### src/rtl/cu_pkg.sv
// Shared types and constants for the multi-cycle control unit: sequencer
// states, instruction-class codes and the HALT opcode pattern.
package cu_pkg;

  typedef enum logic [2:0] {
    ST_IDLE,
    ST_FETCH,
    ST_DECODE,
    ST_EXEC,
    ST_MEM,
    ST_WB,
    ST_HALT
  } state_t;

  localparam logic [2:0] CLS_ALU   = 3'd0;
  localparam logic [2:0] CLS_IMM   = 3'd1;
  localparam logic [2:0] CLS_L     = 3'd2;
  localparam logic [2:0] CLS_S     = 3'd3;
  localparam logic [2:0] CLS_BRA   = 3'd4;
  localparam logic [2:0] CLS_TR    = 3'd5;
  localparam logic [2:0] CLS_STACK = 3'd6;
  localparam logic [2:0] CLS_MOV   = 3'd7;

  typedef struct packed {
    logic alu;
    logic imm;
    logic l;
    logic s;
    logic bra;
    logic tr;
    logic stack;
    logic mov;
  } cls_flags_t;

  localparam int OPW_MAX = 32;

  // HALT is the all-ones opcode for whatever opcode width is in use.
  function automatic logic [OPW_MAX-1:0] halt_op(input int opw);
    logic [OPW_MAX-1:0] v;
    v = '0;
    for (int i = 0; i < opw; i++) v[i] = 1'b1;
    return v;
  endfunction

endpackage

### src/rtl/cu_decode.sv
// Combinational class decode: maps the opcode class field to one-hot flags
// and detects HALT; the sequencer registers these results.
module cu_decode
  import cu_pkg::*;
#(
  parameter int OPW = 6
) (
  input  logic [OPW-1:0] opcode,
  output cu_pkg::cls_flags_t flags,
  output logic           halt
);

  localparam logic [OPW-1:0] HALT_OP = OPW'(halt_op(OPW));

  logic [2:0] cls;
  assign cls = opcode[OPW-1 -: 3];

  always_comb begin
    flags = '0;
    halt  = (opcode == HALT_OP);
    // HALT lives inside the MOV class encoding but must raise no flag.
    if (!halt) begin
      case (cls)
        CLS_ALU:   flags.alu   = 1'b1;
        CLS_IMM:   flags.imm   = 1'b1;
        CLS_L:     flags.l     = 1'b1;
        CLS_S:     flags.s     = 1'b1;
        CLS_BRA:   flags.bra   = 1'b1;
        CLS_TR:    flags.tr    = 1'b1;
        CLS_STACK: flags.stack = 1'b1;
        CLS_MOV:   flags.mov   = 1'b1;
        default:   flags       = '0;
      endcase
    end
  end

endmodule

### src/rtl/cu_seq.sv
// Multi-cycle control unit: sequences each instruction through
// FETCH/DECODE/EXEC/[MEM]/WB and drives PC, register-file and memory strobes.
module cu_seq
  import cu_pkg::*;
#(
  parameter int OPW          = 6,
  parameter int MEM_WAIT_MAX = 8
) (
  input  logic           clk,
  input  logic           rst,
  input  logic           instr_valid,
  input  logic [OPW-1:0] opcode,
  input  logic           cond,
  input  logic           mem_ready,
  output logic           ALU,
  output logic           IMM,
  output logic           L,
  output logic           S,
  output logic           BRA,
  output logic           TR,
  output logic           STACK,
  output logic           MOV,
  output logic [OPW-4:0] alu_op,
  output logic           busy,
  output logic           ir_load,
  output logic           pc_inc,
  output logic           pc_load,
  output logic           mem_req,
  output logic           mem_we,
  output logic           rf_we,
  output logic           done,
  output logic           err,
  output logic           halted
);

  localparam int WW = $clog2(MEM_WAIT_MAX + 1);
  localparam logic [WW-1:0] WAIT_LIM = WW'(MEM_WAIT_MAX);

  state_t         state_q, state_d;
  logic [OPW-1:0] ir_q;
  cls_flags_t     flags_q;
  logic [OPW-4:0] alu_op_q;
  logic           err_q, err_d;
  logic [WW-1:0]  wait_q, wait_d;
  logic [WW-1:0]  wait_inc;

  cls_flags_t dec_flags;
  logic       dec_halt;

  cu_decode #(.OPW(OPW)) u_decode (
    .opcode (ir_q),
    .flags  (dec_flags),
    .halt   (dec_halt)
  );

  always_ff @(posedge clk or negedge rst) begin
    if (!rst) begin
      state_q  <= ST_IDLE;
      ir_q     <= '0;
      flags_q  <= '0;
      alu_op_q <= '0;
      err_q    <= 1'b0;
      wait_q   <= '0;
    end else begin
      state_q <= state_d;
      err_q   <= err_d;
      wait_q  <= wait_d;
      if (state_q == ST_FETCH) ir_q <= opcode;
      if (state_q == ST_DECODE) begin
        flags_q  <= dec_flags;
        alu_op_q <= ir_q[OPW-4:0];
      end
    end
  end

  assign wait_inc = wait_q + WW'(1);

  always_comb begin
    state_d = state_q;
    err_d   = err_q;
    wait_d  = wait_q;
    case (state_q)
      ST_IDLE: begin
        if (instr_valid) begin
          state_d = ST_FETCH;
          err_d   = 1'b0;
        end
      end
      ST_FETCH:  state_d = ST_DECODE;
      ST_DECODE: state_d = dec_halt ? ST_HALT : ST_EXEC;
      ST_EXEC: begin
        if (flags_q.l || flags_q.s || flags_q.stack) begin
          state_d = ST_MEM;
          wait_d  = '0;
        end else begin
          state_d = ST_WB;
        end
      end
      ST_MEM: begin
        // A ready in the last counted cycle wins over the timeout.
        if (mem_ready) begin
          state_d = ST_WB;
        end else if (wait_inc == WAIT_LIM) begin
          wait_d  = WAIT_LIM;
          state_d = ST_WB;
          err_d   = 1'b1;
        end else begin
          wait_d = wait_inc;
        end
      end
      ST_WB: begin
        if (instr_valid) begin
          state_d = ST_FETCH;
          err_d   = 1'b0;
        end else begin
          state_d = ST_IDLE;
        end
      end
      ST_HALT: state_d = ST_HALT;
      default: state_d = ST_IDLE;
    endcase
  end

  assign ALU    = flags_q.alu;
  assign IMM    = flags_q.imm;
  assign L      = flags_q.l;
  assign S      = flags_q.s;
  assign BRA    = flags_q.bra;
  assign TR     = flags_q.tr;
  assign STACK  = flags_q.stack;
  assign MOV    = flags_q.mov;
  assign alu_op = alu_op_q;

  // STACK sub-op bit0: 0 = push (memory write), 1 = pop (register write).
  assign busy    = (state_q != ST_IDLE);
  assign ir_load = (state_q == ST_FETCH);
  assign pc_inc  = (state_q == ST_FETCH);
  assign pc_load = (state_q == ST_EXEC) && flags_q.bra && cond;
  assign mem_req = (state_q == ST_MEM);
  assign mem_we  = (state_q == ST_MEM) && (flags_q.s || (flags_q.stack && !alu_op_q[0]));
  assign done    = (state_q == ST_WB);
  assign rf_we   = (state_q == ST_WB) && !err_q &&
                   (flags_q.alu || flags_q.imm || flags_q.tr || flags_q.mov ||
                    flags_q.l || (flags_q.stack && alu_op_q[0]));
  assign err     = err_q;
  assign halted  = (state_q == ST_HALT);

endmodule

### config.mk
export PLATFORM = sky130hd
export DESIGN_NAME = cu_seq
export DESIGN_NICKNAME = d
export VERILOG_FILES = /design/src/rtl/cu_pkg.sv /design/src/rtl/cu_decode.sv /design/src/rtl/cu_seq.sv
export SDC_FILE = /design/constraint.sdc
export NUM_CORES = 1
export LEC_CHECK = 0
export ABC_AREA = 1
export CORE_MARGIN = 3
export CORE_UTILIZATION = 23
export CTS_CLUSTER_DIAMETER = 60
export DETAILED_ROUTE_END_ITERATION = 8
export PLACE_DENSITY = 0.52
export SETUP_SLACK_MARGIN = 0.02
export SLEW_MARGIN = 10
export SYNTH_ARGS = -nofsm -noshare
export SYNTH_HDL_FRONTEND = slang
export SYNTH_SLANG_ARGS = --single-unit
### constraint.sdc
create_clock -name clk -period 2.5 [get_ports clk]
set_input_delay 0.375 -clock clk [delete_from_list [all_inputs] [get_ports clk]]
set_output_delay 0.375 -clock clk [all_outputs]
set_load 0.005 [all_outputs]
== Word level (Yosys, flattened, before mapping) ==
Cells that the tools add are included.

* Input port bits: 11
* Output and inout bits: 21
* Bits in registers: 25

* Reduce and logical (&&, ||, !) cells: 26
* Add/sub/neg operators: 1
* Eq/ne operators: 21
* Multiplexer cells: 24

{| class="wikitable"
|+ Operators by type and width
! kind !! number
|-
| $eq 3x3->1 const B || 7
|-
| $pmux 3 s7 || 1
|-
| $mux 1 || 13
|-
| $eq 3x2->1 const B || 4
|-
| $mux 3 || 4
|-
| $mux 4 || 3
|-
| $logic_or 1x1->1 || 8
|-
| $mux 8 || 1
|-
| $pmux 4 s2 || 1
|-
| $logic_and 1x1->1 || 7
|-
| $eq 3x1->1 const B || 2
|-
| $eq 6x6->1 const B || 1
|-
| $logic_not 3->1 || 2
|-
| $ne 2x2->1 const B || 3
|-
| $add 4x1->4 const B || 1
|-
| $eq 4x4->1 const B || 1
|-
| $ne 2x1->1 const B || 2
|-
| $reduce_and 4->1 || 1
|-
| $reduce_bool 2->1 || 2
|-
| $ne 3x2->1 const B || 1
|-
| $reduce_and 3->1 || 1
|-
| $reduce_bool 3->1 || 1
|-
| $logic_not 1->1 || 2
|-
| $pmux 1 s2 || 1
|-
| 2 further kinds || 2
|}

== Logic depth before layout (Yosys ltp) ==
* Word-level depth: 6
* Mapped depth: 10
* Gate-level depth less buffers: 10

== Cells and area by module ==
A second synthesis with hierarchy kept.

* Cells, all modules: 156
* Area, all modules: 1323.8 um2

{| class="wikitable"
|+ Modules (own cells, without submodules)
! module !! cells each !! area each (um2) !! instances
|-
| cu_seq || 139 || 1248.7 || 1
|-
| cu_decode || 17 || 75.1 || 1
|}

== Worst setup path before layout ==
OpenSTA, ideal clock, no wires.

* Kind: register -> output
* Start point: reg state_q[1]
* End point: out pc_inc
* Path slack: 1114 ps
* Stages on the path, launching flop included: 6
* Data arrival time: 1011 ps
* Cell sequence: dfrtp_1 > inv_1 > nand2_1 > nor2_1 > buf_2 > buf_4

* Longest elaborated chain between the ends: 1

{| class="wikitable"
|+ Ends and longest elaborated chain
! element !! RTL line !! source
|-
| start: declaration || cu_seq.sv:39 || <nowiki>state_t state_q, state_d;</nowiki>
|-
| start signal: assignment || cu_seq.sv:65 || <nowiki>state_q <= state_d;</nowiki>
|-
| $eq 3x1->1 || -- ||
|-
| end: declaration || cu_seq.sv:26 || <nowiki>output logic pc_inc,</nowiki>
|}

No other way between the ends.

== Worst setup path after layout ==
* Start point: reg state_q[1]
* End point: out mem_we

* Longest elaborated chain between the ends: 2

{| class="wikitable"
|+ Ends and longest elaborated chain
! element !! RTL line !! source
|-
| $eq 3x3->1 || cu_seq.sv:140 || <nowiki>assign mem_we = (state_q == ST_MEM) && (flags_q.s || (flags_q.stack && !alu_op_q[0]));</nowiki>
|-
| $logic_and 1x1->1 || cu_seq.sv:140 ||
|-
| end: declaration || cu_seq.sv:29 || <nowiki>output logic mem_we,</nowiki>
|}

No other way between the ends.

==> key figures <==
Yosys
  – Synth Net Count: approximately 160
  – Post-synthesis register bit count: 25
  – Post-synth top cells: nand2_1, dfrtp_1, inv_1, nor2_1, o21ai_0
  – Synth Warn #: 0
  – Register area share after synthesis: 0.4926
  – Synth unique cells: 27
  – Post-synth EDFFs: 0
  – Synth Instances: 151
  – Top-count cell post-synth: nand2_1
  – Synth area leaders: dfrtp_1, nand2_1, inv_1
  – Fraction of registers with async set/reset: 1.000
  – Synth Area per Inst: ~8.4 sq um
  – Largest area contributor in the netlist: dfrtp_1
  – Synth Cell Area: 0.001270 sq mm
  – Dominant synthesized flop cell: dfrtp_1
  – Share of the synthesized area in the top cell type: 0.4926

Worst setup path
  – CP Data Arrival Time: between 1500 and 2000 ps
  – Crit-path cells: nor2_2 -> inv_2 -> nor2_8 -> inv_2 -> nor2_1 -> clkdlybuf4s50_1
  – Buf/Inv on CP: 3
  – Crit path kind: register to output port
  – Crit path launch type: register
  – CP delay by family, top: buffers and inverters
  – Critical path's largest stage delay: approximately 510 ps
  – CP max-delay cell: clkdlybuf4s50_1
  – Most used cell, CP: inv_2
  – Worst setup EP type: output port
  – CP Max Fanout: 8
  – Critical Path RT: ~2100 ps

Power and ir drop
  – Cell area power density: around 1100 mW/mm^2
  – P_leak: 0.7490 nW
  – Final Power: around 0.0018 W
  – Max IR drop VDD: between 300 and 400 uV

GRT
  – Total gr overflow: 0
  – GRT Total Usage: 0.1024
  – Vias in the first global route: 1063
  – Largest net degree at the start of global routing: 26
  – First-pass GRT wire length: just over 5000 microns
  – Initial antenna violation count: 0

Layout
  – Multi-input logic area: 534.3 sq um
  – Synth-to-Final Area Change: 34.19%
  – Fraction of layout cells with a size suffix above 1: 0.09783
  – Register Area: approximately 630 sq um
  – Layout Nets: around 200
  – Inserted Diodes: 0
  – Finished Core Util: 0.3254
  – Fillers: 570

Clock tree
  – TritonCTS buffer count: 3
  – CTS tree: built
  – PostCTS Resize Cnt: 0
  – CTS Buffer Depth: 2
  – Worst-skew pair later-pin latency: between 200 and 300 ps
  – Reg clk slew, reported paths: 90 ps
  – H-tree depth: 1
  – Setup Fix Bufs, Post-CTS: 0
  – Clock sink total: 25
  – Cts hold-fix bufs: 0
  – Clock root cell: clkbuf_8

Floorplan
  – Die Wd: around 80 microns
  – Cell Rows: 26
  – Die area: between 0.006 and 0.007 sq mm
  – Chip height: 80.31 microns
  – Initial Util: 0.2425
  – IO Pins: 32
  – Core area: approximately 0.0052 sq mm

STA
  – Setup-failing EPs final: 0
  – Min cycle time layout: approximately 2200 ps
  – Crit share post-route: 0.8610
  – Final hold viol count: 0
  – Pins Over Slew Limit: 0
  – Setup TNS: 0 ps
  – RSZ-0062 raised after global routing: no
  – Max_slew headroom: 0.6003
  – Worst-Margin Slew: between 500 and 600 ps
  – Max Fclk: ~460 MHz
  – Clock skew: about 3.6 ps

Drt
  – Antenna-violating nets left: 0
  – Residual DRC: 0
  – Avg Vias per Cell: about 4.2
  – Drt pass-1 iters: 4
  – DRT Wirelength: between 2000 and 3000 microns
  – Via count: ~1100
  – DRT iter0 DRCs: 46
  – WL/cell: about 11 microns

Worst hold path
  – Hold crit path type: input pin to asynchronous set/reset pin

Placement
  – I/O Buffers: 31
  – DP HPWL: roughly 2200 microns
  – Routability cong.: 0.7337

Outcome
  – Status: completed

Job
  – Max Cap Viol: 0
-- layout by cell type, fill, tap and decap left out, drive strengths merged, types with 3 or more instances in the layout --
cell type,n
clkdlybuf4s50,31
clkbuf,3
o41ai,4
dfrtp,25
inv,22
nor2,14
nand3,11
nand2,38
nand4,5
o21ai,17
-- cell type report --
| cell class | instances | area share |
|---|---|---|
| Clock buffer | 3 | 0.02423 |
| Clock inverter | 1 | 0.002937 |
| Inverter | 22 | 0.04993 |
| Multi-Input combinational cell | 100 | 0.3135 |
| Sequential cell | 25 | 0.3671 |
| Tap cell | 70 | 0.05140 |
| Timing Repair Buffer | 33 | 0.1909 |
-- registers in the layout, summed over array words and instances, names as in the netlist --
name / flops
BRA: 1
IMM: 1
STACK: 1
ir_q: 6
wait_q: 4
S: 1
err: 1
state_q: 3
L: 1
TR: 1
MOV: 1
ALU: 1
alu_op: 3
-- where the power goes --
group / switching, W / internal (W)
Clock: 0.000127 / 0.000111
Sequential: 0.000150 / 0.000557
Combinational: 0.000460 / 0.000410
Total: 0.000737 / 0.00108
-- cell families after synthesis --
group                    synth area share
AND/OR/NAND/NOR                    0.2788
buffers and inverters             0.08670
AO/OA/AOI/OAI                      0.1133
flip-flops                         0.4926
adder cells (fa/ha/maj)           0.01970
multiplexers                     0.008866
-- path summary, 6_finish.rpt --
path                                              from                    end  slack, ps  cells after the start
worst max-delay path            state_q[1]$_DFFE_PN0P_                 mem_we        350                      6
worst min-delay path                               rst      STACK$_DFFE_PN0P_        470                      2
worst max register to register  state_q[2]$_DFFE_PN0P_          L$_DFFE_PN0P_        900                      5
worst min register to register   alu_op[1]$_DFFE_PN0P_  alu_op[1]$_DFFE_PN0P_        500                      2
max in group asynchronous                          rst    ir_q[4]$_DFFE_PN0P_       1780                      2
min in group clk                 alu_op[1]$_DFFE_PN0P_  alu_op[1]$_DFFE_PN0P_        500                      2
-- layer usage --
metal,global-route usage,up-vias,share of wire
li1,-,558,-
met4,0.03041,0,0.0093
met3,0.02466,4,0.040
met5,0,-,0
met2,0.1457,20,0.44
met1,0.1516,490,0.51
-- stage by stage --
stage	setup WS, ps	instance area (sq um)	cells	hold slack, ps
5_1_grt	219.4	1704	254	492.9
3_3_place_gp	652.7	1658	250	480.7
2_1_floorplan	1114	1270	151	79.41
6_report	347.4	1704	254	471.6
3_5_place_dp	645.2	1658	250	488.5
4_1_cts	332.0	1704	254	473.3
-- worst register-to-register path: stages (launching register included) --
cell	delay (ps)
dfrtp_1	450
inv_4	140
nand3_1	440
inv_2	280
nand4_1	120
o21ai_0	100
(Power assumes the default switching activity.)
==> variant 1, RTL diff (config.mk and constraints unchanged) <==
Encoding of `state_t`: now one-hot (7 bits for 7 states).
--- a/src/rtl/cu_pkg.sv
+++ b/src/rtl/cu_pkg.sv
@@ -2,14 +2,14 @@
 // states, instruction-class codes and the HALT opcode pattern.
 package cu_pkg;
 
-  typedef enum logic [2:0] {
-    ST_IDLE,
-    ST_FETCH,
-    ST_DECODE,
-    ST_EXEC,
-    ST_MEM,
-    ST_WB,
-    ST_HALT
+  typedef enum logic [6:0] {
+    ST_IDLE   = 7'b0000001,
+    ST_FETCH  = 7'b0000010,
+    ST_DECODE = 7'b0000100,
+    ST_EXEC   = 7'b0001000,
+    ST_MEM    = 7'b0010000,
+    ST_WB     = 7'b0100000,
+    ST_HALT   = 7'b1000000
   } state_t;
 
   localparam logic [2:0] CLS_ALU   = 3'd0;
Function: same outputs for any inputs over 10 cycles, from zero or initial values and one cycle with rst low; not proved beyond that.
==> variant 1 against the original RTL <==
Cell area rose by 19%; worst setup slack got worse by 130 ps; sequential cell count rose by 4; maximum frequency fell by 5.9%; wire length rose by 27%; sequential share of layout area fell by 0.85 points; total power rose by 3.6%; area after synthesis rose by 20%; combinational power fell by 27%; largest cell class unchanged; highest routed layer unchanged.
==> variant 1: results <==
[final_layout]
reg_top3 = state_q x7, ir_q x6, wait_q x4
drive_gt1_frac = 0.169
final_nets = 230
final_cells = 296

[placement]
place_ws_ps = 515
dpl_cell_area_um2 = 1910
dp_cells = 288

[sta]
worstMarginPinSlew_ps = 392
hold_ws_ps = 476
finalWorstSetupSlack_ps = 214

[global_routing]
grtUsageMet3 = 0.0265
grt_max_degree = 30
track_usage = 0.110
use_met2 = 0.162
use_met1 = 0.147

[drt]
met1_length_mm = 1.77
met3_length_um = 194
via_per_inst = 4.39
wl_met2_mm = 1.64
drt-total-wl_mm = 3.69

[synth]
synthTopCellsByArea = dfrtp_1, nand2_1, inv_1, o31ai_1, nand2_2
ys_warn_count = 0
netlist-cell-type-count = 29
synth_common_cells = nand2_1, dfrtp_1, inv_1, nor2_1, nand3_1
syn_nets = 195
seq_area_frac_synth = 0.476

[worst_setup_path]
reg2reg_from = state_q[5]
slowest_delay_ps = 550
r2r-end = MOV
cp_max_fo = 6
worst-r2r-cell-count = 9

[pwr]
switching_share = 0.353
power_switching_mw = 0.664
comb-power_mw = 0.636
p_leak_nw = 0.972
seq_power_share = 0.383
peakVddDrop_uv = 347

[clocking]
clk_latency_ps = 290
h-tree-depth = 2
numCtsBuffers = 5

[status]
status = completed
==> variant 1: layout make-up <==
type                    instances  area [um2]
well taps                      77        96.3
inverters                      25        95.1
fillers                       681        4360
repair buffers                 32         318
clock buffers                   6        82.6
flip-flops and latches         29         727
multi-input cells             125         671
clock inverters                 2        37.5
==> variant 1: worst min-delay path by stage <==
stage / startpoint / endpoint / depth (start not counted)
final: rst / wait_q[2] / 2
after floorplan: rst / ALU / 0
after detailed placement: alu_op[1] / alu_op[1] / 2
after global routing: rst / S / 2
after global placement: alu_op[2] / alu_op[2] / 2
after CTS: rst / wait_q[2] / 2
==> variant 1: logic make-up (layout without fill, tap and decap cells) <==
logic type,Yosys count,count (layout),share of synthesized area
simple gates,99,99,0.331
flops,29,29,0.476
buf+inv,29,65,0.0852
compound gates,25,25,0.0999
fa+ha+maj,1,1,0.00819
==> variant 2, RTL diff (config.mk and constraints unchanged) <==
Without the edit above. `OPW` is set to 6 in 2 places; all go to 7.
--- a/src/rtl/cu_decode.sv
+++ b/src/rtl/cu_decode.sv
@@ -3,7 +3,7 @@
 module cu_decode
   import cu_pkg::*;
 #(
-  parameter int OPW = 6
+  parameter int OPW = 7
 ) (
   input  logic [OPW-1:0] opcode,
   output cu_pkg::cls_flags_t flags,
--- a/src/rtl/cu_seq.sv
+++ b/src/rtl/cu_seq.sv
@@ -3,7 +3,7 @@
 module cu_seq
   import cu_pkg::*;
 #(
-  parameter int OPW          = 6,
+  parameter int OPW          = 7,
   parameter int MEM_WAIT_MAX = 8
 ) (
   input  logic           clk,
Ports: changed (resized alu_op and opcode); port bits go from 32 to 34. The function was not compared with the original's and may differ.
==> variant 2 against the original RTL <==
Sequential cell count increased by 2; worst setup slack got worse by 16 ps; area after synthesis increased by 6.4%; wire length increased by 7.6%; synthesized cell count increased by 15%; total power increased by 3.1%; cell area increased by 6.0%; combinational power decreased by 2%; sequential power increased by 6.1%; register-to-register slack improved by 160 ps.
==> variant 2: results <==
[synth]
synth_common_cells = nand2_1, dfrtp_1, inv_1, nor2_1, nand3_1
synth.avg_cell_area_um2 = 7.81
synthTopCellsByArea = dfrtp_1, nand2_1, inv_1, nand3_1, o21ai_0
syn_nets = 187
seq_area_frac_synth = 0.500

[pwr]
power_switching_mw = 0.759
peakVddDrop_uv = 330
p_leak_nw = 0.838

[worst_setup_path]
r2r-end = state_q[2]
cp_max_fo = 5
rrSetupSlack_ps = 1060

[status]
status = completed

[placement]
port_buffers = 33
place_ws_ps = 552
hpwlAfterDp_mm = 2.38
gp_congestion = 0.809

[drt]
drt-total-wl_mm = 3.12

[global_routing]
grt_pass1_vias = 1086
track_usage = 0.0997
grt_pass1_wl_mm = 5.17
grt_max_degree = 28

[final_layout]
fillCellCount = 641
largest_register_ffs = 7
drive_gt1_frac = 0.0813
final_nets = 224

[sta]
clock_skew_ps = 9.39
hold_ws_ps = 454

[clocking]
clk_pin_slew_ps = 110
[variant 2: changes by cell type after synthesis, moves of 2 or more]
cell	change
buf_2	-2
buf_6	+2
dfrtp_1	+2
inv_1	+4
nand2_1	+23
nand3_1	+2
nor2_2	+2
o21ai_1	-3
o41ai_1	-4
[variant 2: area by class of cell]
cell class / count / share of cell area
timing repair buffer: 35 / 0.191
clock buffer: 3 / 0.0229
inverter: 26 / 0.0540
clock inverter: 1 / 0.00485
sequential: 27 / 0.374
multi-input combinational: 117 / 0.303
tap: 72 / 0.0499
[variant 2: worst max-delay path by stage]
stage               start  endpoint  slack [ps]  cells after the start
2_1_floorplan  state_q[1]    pc_inc        1180                      5
3_3_place_gp         cond   pc_load         550                      4
3_5_place_dp         cond   pc_load         550                      4
4_1_cts        state_q[1]     rf_we         330                      6
5_1_grt        state_q[2]     rf_we         220                      5
6_report       state_q[1]     rf_we         330                      6
[variant 2: power groups by stage]
stage	clock network, mW	registers, mW	logic (mW)
CTS	0.281	0.750	0.869
floorplan	0	0.741	0.501
global placement	0	0.756	0.860
global route	0.303	0.779	0.985
finish	0.270	0.750	0.852
detailed placement	0	0.759	0.864
[variant 2: worst max-delay path, cell delays in order, from the launching register on]
cell and delay (ps):
dfrtp_1 450, inv_1 110, nand3_1 120, inv_1 100, nand2_1 60, a41oi_1 150
clkdlybuf4s50_1 520
[variant 2: metrics by stage]
step           utilization  cells
4_1_cts              0.322    281
3_5_place_dp         0.313    277
2_1_floorplan            -    173
3_3_place_gp         0.313    277
6_report             0.322    281
5_1_grt              0.322    281
[variant 2: cells by family after synthesis]
logic type,Yosys count,synth area share
DFF,27,0.500
buffers and inverters,29,0.0944
AOI/OAI and AO/OA,21,0.0852
and+or+nand+nor,94,0.302
adders and majority gates,2,0.0185
[variant 2: layer usage]
metal  GRT usage  wire (um)
met1       0.143       1610
met2       0.154       1330
met5           0          0
met4      0.0343         41
met3      0.0130        138
